**src/rtl/pcecd_phase_sequencer.sv**
```systemverilog
// Target-side bus phase sequencer: collects a command over REQ/ACK, holds it for an
// executor, then returns the status and message bytes before releasing the bus.
module pcecd_phase_sequencer #(
    parameter int CMD_MAX = 12
) (
    input  logic       i_clk,
    input  logic       i_rst,
    input  logic       i_sel,
    input  logic       i_ack,
    input  logic       i_bus_rst,
    input  logic [7:0] i_db,
    output logic [7:0] o_db,
    output logic       o_bsy,
    output logic       o_req,
    output logic       o_msg,
    output logic       o_cd,
    output logic       o_io,
    output logic [2:0] o_phase,
    output logic       o_cmd_valid,
    output logic [4:0] o_cmd_len,
    input  logic [3:0] i_cmd_rd_addr,
    output logic [7:0] o_cmd_rd_data,
    input  logic       i_done,
    input  logic [7:0] i_status,
    input  logic [7:0] i_message,
    output logic       o_irq_done,
    output logic       o_rst_seen
);

    typedef enum logic [2:0] {
        BUS_FREE   = 3'd0,
        COMMAND    = 3'd1,
        EXECUTE    = 3'd2,
        STATUS     = 3'd3,
        MESSAGE_IN = 3'd4
    } state_t;

    state_t     state_reg;
    logic [3:0] sig_reg;            // {bsy, msg, cd, io}
    logic       req_reg;
    logic [7:0] db_reg;
    logic [7:0] msg_latch_reg;
    logic [4:0] count_reg;
    logic       cmd_valid_reg;
    logic       irq_done_reg;
    logic       rst_seen_reg;
    logic       bus_rst_d_reg;

    logic                   bus_rst_edge;
    logic                   buf_we;
    logic [4:0]             req_len;
    logic [CMD_MAX*8-1:0]   cmd_flat;
    logic [7:0]             rd_data;

    function automatic logic [3:0] phase_bits(input state_t s);
        case (s)
            COMMAND:    return 4'b1010;
            EXECUTE:    return 4'b1000;
            STATUS:     return 4'b1011;
            MESSAGE_IN: return 4'b1111;
            default:    return 4'b0000;
        endcase
    endfunction

    assign bus_rst_edge = i_bus_rst & ~bus_rst_d_reg;

    // Bytes past CMD_MAX are acknowledged but dropped.
    assign buf_we = !i_rst && !bus_rst_edge && (state_reg == COMMAND) && req_reg && i_ack
                    && (count_reg < 5'(CMD_MAX));

    genvar gi;
    generate
        for (gi = 0; gi < CMD_MAX; gi++) begin : g_cmd_buf
            logic [7:0] entry_reg;
            always_ff @(posedge i_clk) begin
                if (buf_we && count_reg == 5'(gi)) begin
                    entry_reg <= i_db;
                end
            end
            assign cmd_flat[gi*8 +: 8] = entry_reg;
        end
    endgenerate

    always_comb begin
        rd_data = 8'h00;
        for (int i = 0; i < CMD_MAX; i++) begin
            if (i_cmd_rd_addr == 4'(i)) begin
                rd_data = cmd_flat[i*8 +: 8];
            end
        end
    end

    // Command group in opcode bits [7:5] selects the CDB length.
    always_comb begin
        case (cmd_flat[7:5])
            3'd0, 3'd3, 3'd4: req_len = 5'd6;
            3'd5:             req_len = (CMD_MAX < 12) ? 5'(CMD_MAX) : 5'd12;
            default:          req_len = 5'd10;
        endcase
    end

    always_ff @(posedge i_clk) begin
        bus_rst_d_reg <= i_bus_rst;
        irq_done_reg  <= 1'b0;
        rst_seen_reg  <= 1'b0;
        if (i_rst) begin
            state_reg     <= BUS_FREE;
            sig_reg       <= 4'b0000;
            req_reg       <= 1'b0;
            db_reg        <= 8'h00;
            msg_latch_reg <= 8'h00;
            count_reg     <= 5'd0;
            cmd_valid_reg <= 1'b0;
            bus_rst_d_reg <= 1'b0;
        end else if (bus_rst_edge) begin
            state_reg     <= BUS_FREE;
            sig_reg       <= 4'b0000;
            req_reg       <= 1'b0;
            db_reg        <= 8'h00;
            count_reg     <= 5'd0;
            cmd_valid_reg <= 1'b0;
            rst_seen_reg  <= 1'b1;
        end else begin
            case (state_reg)
                BUS_FREE: begin
                    if (i_sel && !i_bus_rst) begin
                        state_reg <= COMMAND;
                        sig_reg   <= phase_bits(COMMAND);
                        req_reg   <= 1'b1;
                        count_reg <= 5'd0;
                    end
                end
                COMMAND: begin
                    if (req_reg) begin
                        if (i_ack) begin
                            req_reg <= 1'b0;
                            if (count_reg < 5'(CMD_MAX)) begin
                                count_reg <= count_reg + 5'd1;
                            end
                        end
                    end else if (!i_ack) begin
                        if (count_reg == req_len) begin
                            state_reg     <= EXECUTE;
                            sig_reg       <= phase_bits(EXECUTE);
                            cmd_valid_reg <= 1'b1;
                        end else begin
                            req_reg <= 1'b1;
                        end
                    end
                end
                EXECUTE: begin
                    if (i_done) begin
                        state_reg     <= STATUS;
                        sig_reg       <= phase_bits(STATUS);
                        db_reg        <= i_status;
                        req_reg       <= 1'b1;
                        msg_latch_reg <= i_message;
                        cmd_valid_reg <= 1'b0;
                    end
                end
                STATUS: begin
                    if (req_reg) begin
                        if (i_ack) begin
                            req_reg <= 1'b0;
                        end
                    end else if (!i_ack) begin
                        state_reg <= MESSAGE_IN;
                        sig_reg   <= phase_bits(MESSAGE_IN);
                        db_reg    <= msg_latch_reg;
                        req_reg   <= 1'b1;
                    end
                end
                MESSAGE_IN: begin
                    if (req_reg) begin
                        if (i_ack) begin
                            req_reg <= 1'b0;
                        end
                    end else if (!i_ack) begin
                        state_reg    <= BUS_FREE;
                        sig_reg      <= 4'b0000;
                        db_reg       <= 8'h00;
                        irq_done_reg <= 1'b1;
                    end
                end
                default: begin
                    state_reg     <= BUS_FREE;
                    sig_reg       <= 4'b0000;
                    req_reg       <= 1'b0;
                    db_reg        <= 8'h00;
                    cmd_valid_reg <= 1'b0;
                end
            endcase
        end
    end

    assign o_phase       = state_reg;
    assign o_bsy         = sig_reg[3];
    assign o_msg         = sig_reg[2];
    assign o_cd          = sig_reg[1];
    assign o_io          = sig_reg[0];
    assign o_req         = req_reg;
    assign o_db          = db_reg;
    assign o_cmd_valid   = cmd_valid_reg;
    assign o_cmd_len     = count_reg;
    assign o_cmd_rd_data = rd_data;
    assign o_irq_done    = irq_done_reg;
    assign o_rst_seen    = rst_seen_reg;

endmodule
```
**config.mk**
```make
export PLATFORM = sky130hd
export DESIGN_NAME = pcecd_phase_sequencer
export DESIGN_NICKNAME = d
export VERILOG_FILES = /design/src/rtl/pcecd_phase_sequencer.sv
export SDC_FILE = /design/constraint.sdc
export NUM_CORES = 1
export LEC_CHECK = 0
export BUFFER_PORTS_ARGS = -buffer_cell sky130_fd_sc_hd__buf_2
export CAP_MARGIN = 20
export CORE_UTILIZATION = 45
export CTS_CLUSTER_DIAMETER = 40
export DETAILED_ROUTE_END_ITERATION = 16
export GPL_ROUTABILITY_DRIVEN = 1
export RECOVER_POWER = 100
export SLEW_MARGIN = 40
export SYNTH_ARGS = -nofsm -noshare
export SYNTH_HDL_FRONTEND = slang
export SYNTH_SLANG_ARGS = --single-unit
export TNS_END_PERCENT = 50
```
**constraint.sdc**
```tcl
create_clock -name i_clk -period 3.1 [get_ports i_clk]
set_clock_uncertainty 0.15 [all_clocks]
set_input_delay 0.31 -clock i_clk [delete_from_list [all_inputs] [get_ports i_clk]]
set_output_delay 0.31 -clock i_clk [all_outputs]
set_load 0.01 [all_outputs]
```
==> flow_summary.yaml <==
cts:
  cts_buffers: 17
  tritoncts: "yes"
  clk_pin_slew_ps: 60
  cts_buffer_depth: 2
  cts_htree_levels: 4
  cts_root_buf: "clkbuf_16"
  post_cts.repair.setup_buffers: 0
  hold_buffers: 8
  cts_resized: 0
  clock_latency_ps: 410
  clock-sinks: 128
floorplanning:
  rows: 40
  fp.coreArea_um2: 12210
  fp.dieH_um: 114.8
  initial_core_util_pct: 46.91
  chipWidth_um: 114.8
  dieArea_um2: 13180
  pin_count: 66
routing:
  drt_iter0_drc: 320
  drc: 0
  wirelength_um: 13030
  num_vias: 3921
  drtAntennaViolNets: 0
  first_pass_iters: 5
  post_drt_wl_per_cell_um: 18.33
  routed_via_density: 5.515
critical_path:
  crit_arrival_ps: 2680
  slowest_delay_ps: 490
  crit_type: "reg -> reg"
  startpoint: "o_req$_SDFFE_PP0P_"
  r2r_end: "g_cmd_buf[6].entry_reg[1]$_DFFE_PP_"
  crit_required_ps: 3000
  ff2ff_path_depth: 6
  crit_path_max_fanout: 8
  end_kind: "flop"
  cp_top_family: "simple AND/OR/NAND/NOR gates"
  r2r-start: "o_req$_SDFFE_PP0P_"
  cp.depth: 6
  crit_chain: "and3b_1 -> nand4_1 -> or3_1 -> or3_4 -> nor2_1 -> clkbuf_1"
  reg2reg_slack_ps: 320
  endpoint: "g_cmd_buf[6].entry_reg[1]$_DFFE_PP_"
  cpMaxStageDelayCell: "or3_1"
  start_kind: "flop"
  crit_buf_inv: 1
timing:
  setup_viol: 0
  worst_pin_slew_ps: 920.2
  max_freq_mhz: 359.6
  final_max_slew_viol_count: 0
  setup_tns_ps: 0
  final-hold-violation-count: 0
  relSlewSlack_pct: 38.65
  rsz0062_at_grt: "false"
  min_period_ps: 2781
  period_share_pct: 89.72
grt:
  grt_pass1_wl_um: 20910
  grt_pass1_vias: 3862
  antenna_found_initial: 0
  grt.overflow.total: 0
  grt_max_degree: 31
  track_usage_pct: 21.44
synth:
  syn-num-nets: 482
  synthesis.area_um2: 5728
  ys_top_cells_by_area: "edfxtp_1, dfxtp_1, mux2i_1, mux4_2, nor2_1"
  synth_top_area_share_pct: 50.33
  synthArstFlopShare_pct: 0
  ys_ff_latch: 128
  synthFlopType: "edfxtp_1"
  ys_seq_area_share_pct: 61.51
  synth-warning-count: 0
  yosysMostFrequentCell: "edfxtp_1"
  avgSynthCellArea_um2: 12.90
  synth_cell_types: 62
  yosysTopAreaCell: "edfxtp_1"
  synthCells: 444
  synth_edf_count: 96
  synthTopCellsByCount: "edfxtp_1, nor2_1, mux2i_1"
outcome:
  status: "complete, no violations"
power_and_ir_drop:
  peakVddDrop_uv: 419.5
  p_leak_uw: 0.002386
  p_per_area_nw_per_um2: 619.5
finish:
  diodes: 0
  fin_nets: 568
  largest_reg_flops: 96
  final_core_util_pct: 56.54
  drive_above_1_share_pct: 18.60
  fillers: 1049
  syn2layout_area_growth_pct: 20.53
min_path:
  hp-class: "in -> reg"
place:
  dpl.hpwl_um: 8674
  place_congestion: 0.8648
  port-buffer-count: 65
job:
  max_cap_violations: 0
-- layout by cell type (no fill, tap or decap), types with 4 or more instances in the layout --
| master | Yosys | routed |
|---|---|---|
| bufinv_16 | 0 | 5 |
| o21ai_0 | 13 | 13 |
| a211oi_1 | 4 | 4 |
| buf_2 | 12 | 29 |
| nor4_1 | 4 | 4 |
| nand2b_1 | 10 | 10 |
| nor2b_1 | 7 | 7 |
| mux2_2 | 8 | 8 |
| dlygate4sd3_1 | 0 | 8 |
| clkbuf_2 | 0 | 4 |
| nand3b_1 | 6 | 6 |
| nor2_1 | 46 | 46 |
| nand2_1 | 16 | 16 |
| buf_4 | 4 | 7 |
| and3b_1 | 4 | 4 |
| clkbuf_1 | 8 | 45 |
| dfxtp_1 | 32 | 32 |
| a21oi_1 | 25 | 25 |
| edfxtp_1 | 96 | 96 |
| or3_1 | 4 | 5 |
| a2bb2oi_1 | 4 | 4 |
| nor3_1 | 4 | 5 |
| inv_1 | 14 | 14 |
| ha_1 | 4 | 4 |
| mux4_2 | 9 | 9 |
| a221oi_1 | 4 | 4 |
| mux2i_1 | 34 | 34 |
| or2_2 | 4 | 4 |
| o22ai_1 | 7 | 7 |
| clkbuf_16 | 0 | 17 |
-- per-stage QoR --
stage / hold slack [ps] / instances / total power (uW) / setup slack (ps) / cell area, um^2
floorplan: 258.9 / 444 / 2061 / 534.4 / 5728
global placement: 324.0 / 671 / 2156 / 540.4 / 6299
detailed placement: 330.4 / 671 / 2160 / 538.8 / 6299
CTS: 1.687 / 711 / 4322 / 477.6 / 7022
global route: 25.61 / 711 / 4414 / 199.0 / 6904
finish: 24.92 / 711 / 4277 / 318.8 / 6904
-- layer usage --
metal | track usage (%) | vias up | share of wire (%)
met5 | 0 | - | 0
met4 | 8.312 | 0 | 1.3
met3 | 5.271 | 14 | 5.5
met2 | 34.59 | 149 | 48
met1 | 28.10 | 1894 | 45
li1 | - | 1864 | -
-- cell families (layout without fill, tap and decap cells) --
group | after synthesis | after routing | share of synthesized area, %
DFF | 128 | 128 | 61.51
and+or+nand+nor | 128 | 128 | 12.17
AOI/OAI and AO/OA | 90 | 90 | 10.79
muxes | 51 | 51 | 11.05
buffers and inverters | 40 | 139 | 3.146
adders and majority gates | 4 | 4 | 0.8738
xor gates and xnor gates | 3 | 3 | 0.4588
-- worst reg2reg max path, cell delays in order, from the launching register on --
cell	delay, ps
dfxtp_1	480
and3b_1	240
nand4_1	150
or3_1	490
or3_4	380
nor2_1	90
clkbuf_1	440
-- final cells by class --
type                    instances  area, um^2  share of cell area [%]
inverters                      14       52.55                  0.7611
clock inverters                15       217.7                   3.153
repair buffers                 93       466.7                   6.760
flip-flops and latches        128        3523                   51.03
multi-input cells             276        2008                   29.09
clock buffers                  17       425.4                   6.162
well taps                     168       210.2                   3.045
-- how the worst min path moves through the flow --
stage	startpoint	end	slack (ps)	cells after the start
detailed placement	o_db[6]$_SDFFE_PP0P_	o_db[6]$_SDFFE_PP0P_	330	2
finish	i_ack	o_irq_done$_SDFF_PP0_	20	2
global route	i_ack	o_irq_done$_SDFF_PP0_	30	2
floorplan	i_db[0]	g_cmd_buf[0].entry_reg[0]$_DFFE_PP_	260	0
CTS	i_ack	o_irq_done$_SDFF_PP0_	2	2
global placement	o_db[4]$_SDFFE_PP0P_	o_db[4]$_SDFFE_PP0P_	320	2
-- power by group --
part / leakage [uW] / total, uW / switching [uW] / internal [uW]
clock network: 0.000306 / 2150 / 728 / 1420
registers: 0.00112 / 1860 / 9.82 / 1850
logic: 0.000958 / 270 / 161 / 110
total: 0.00239 / 4280 / 899 / 3380
Note: power is estimated with default switching activity, not from simulation.
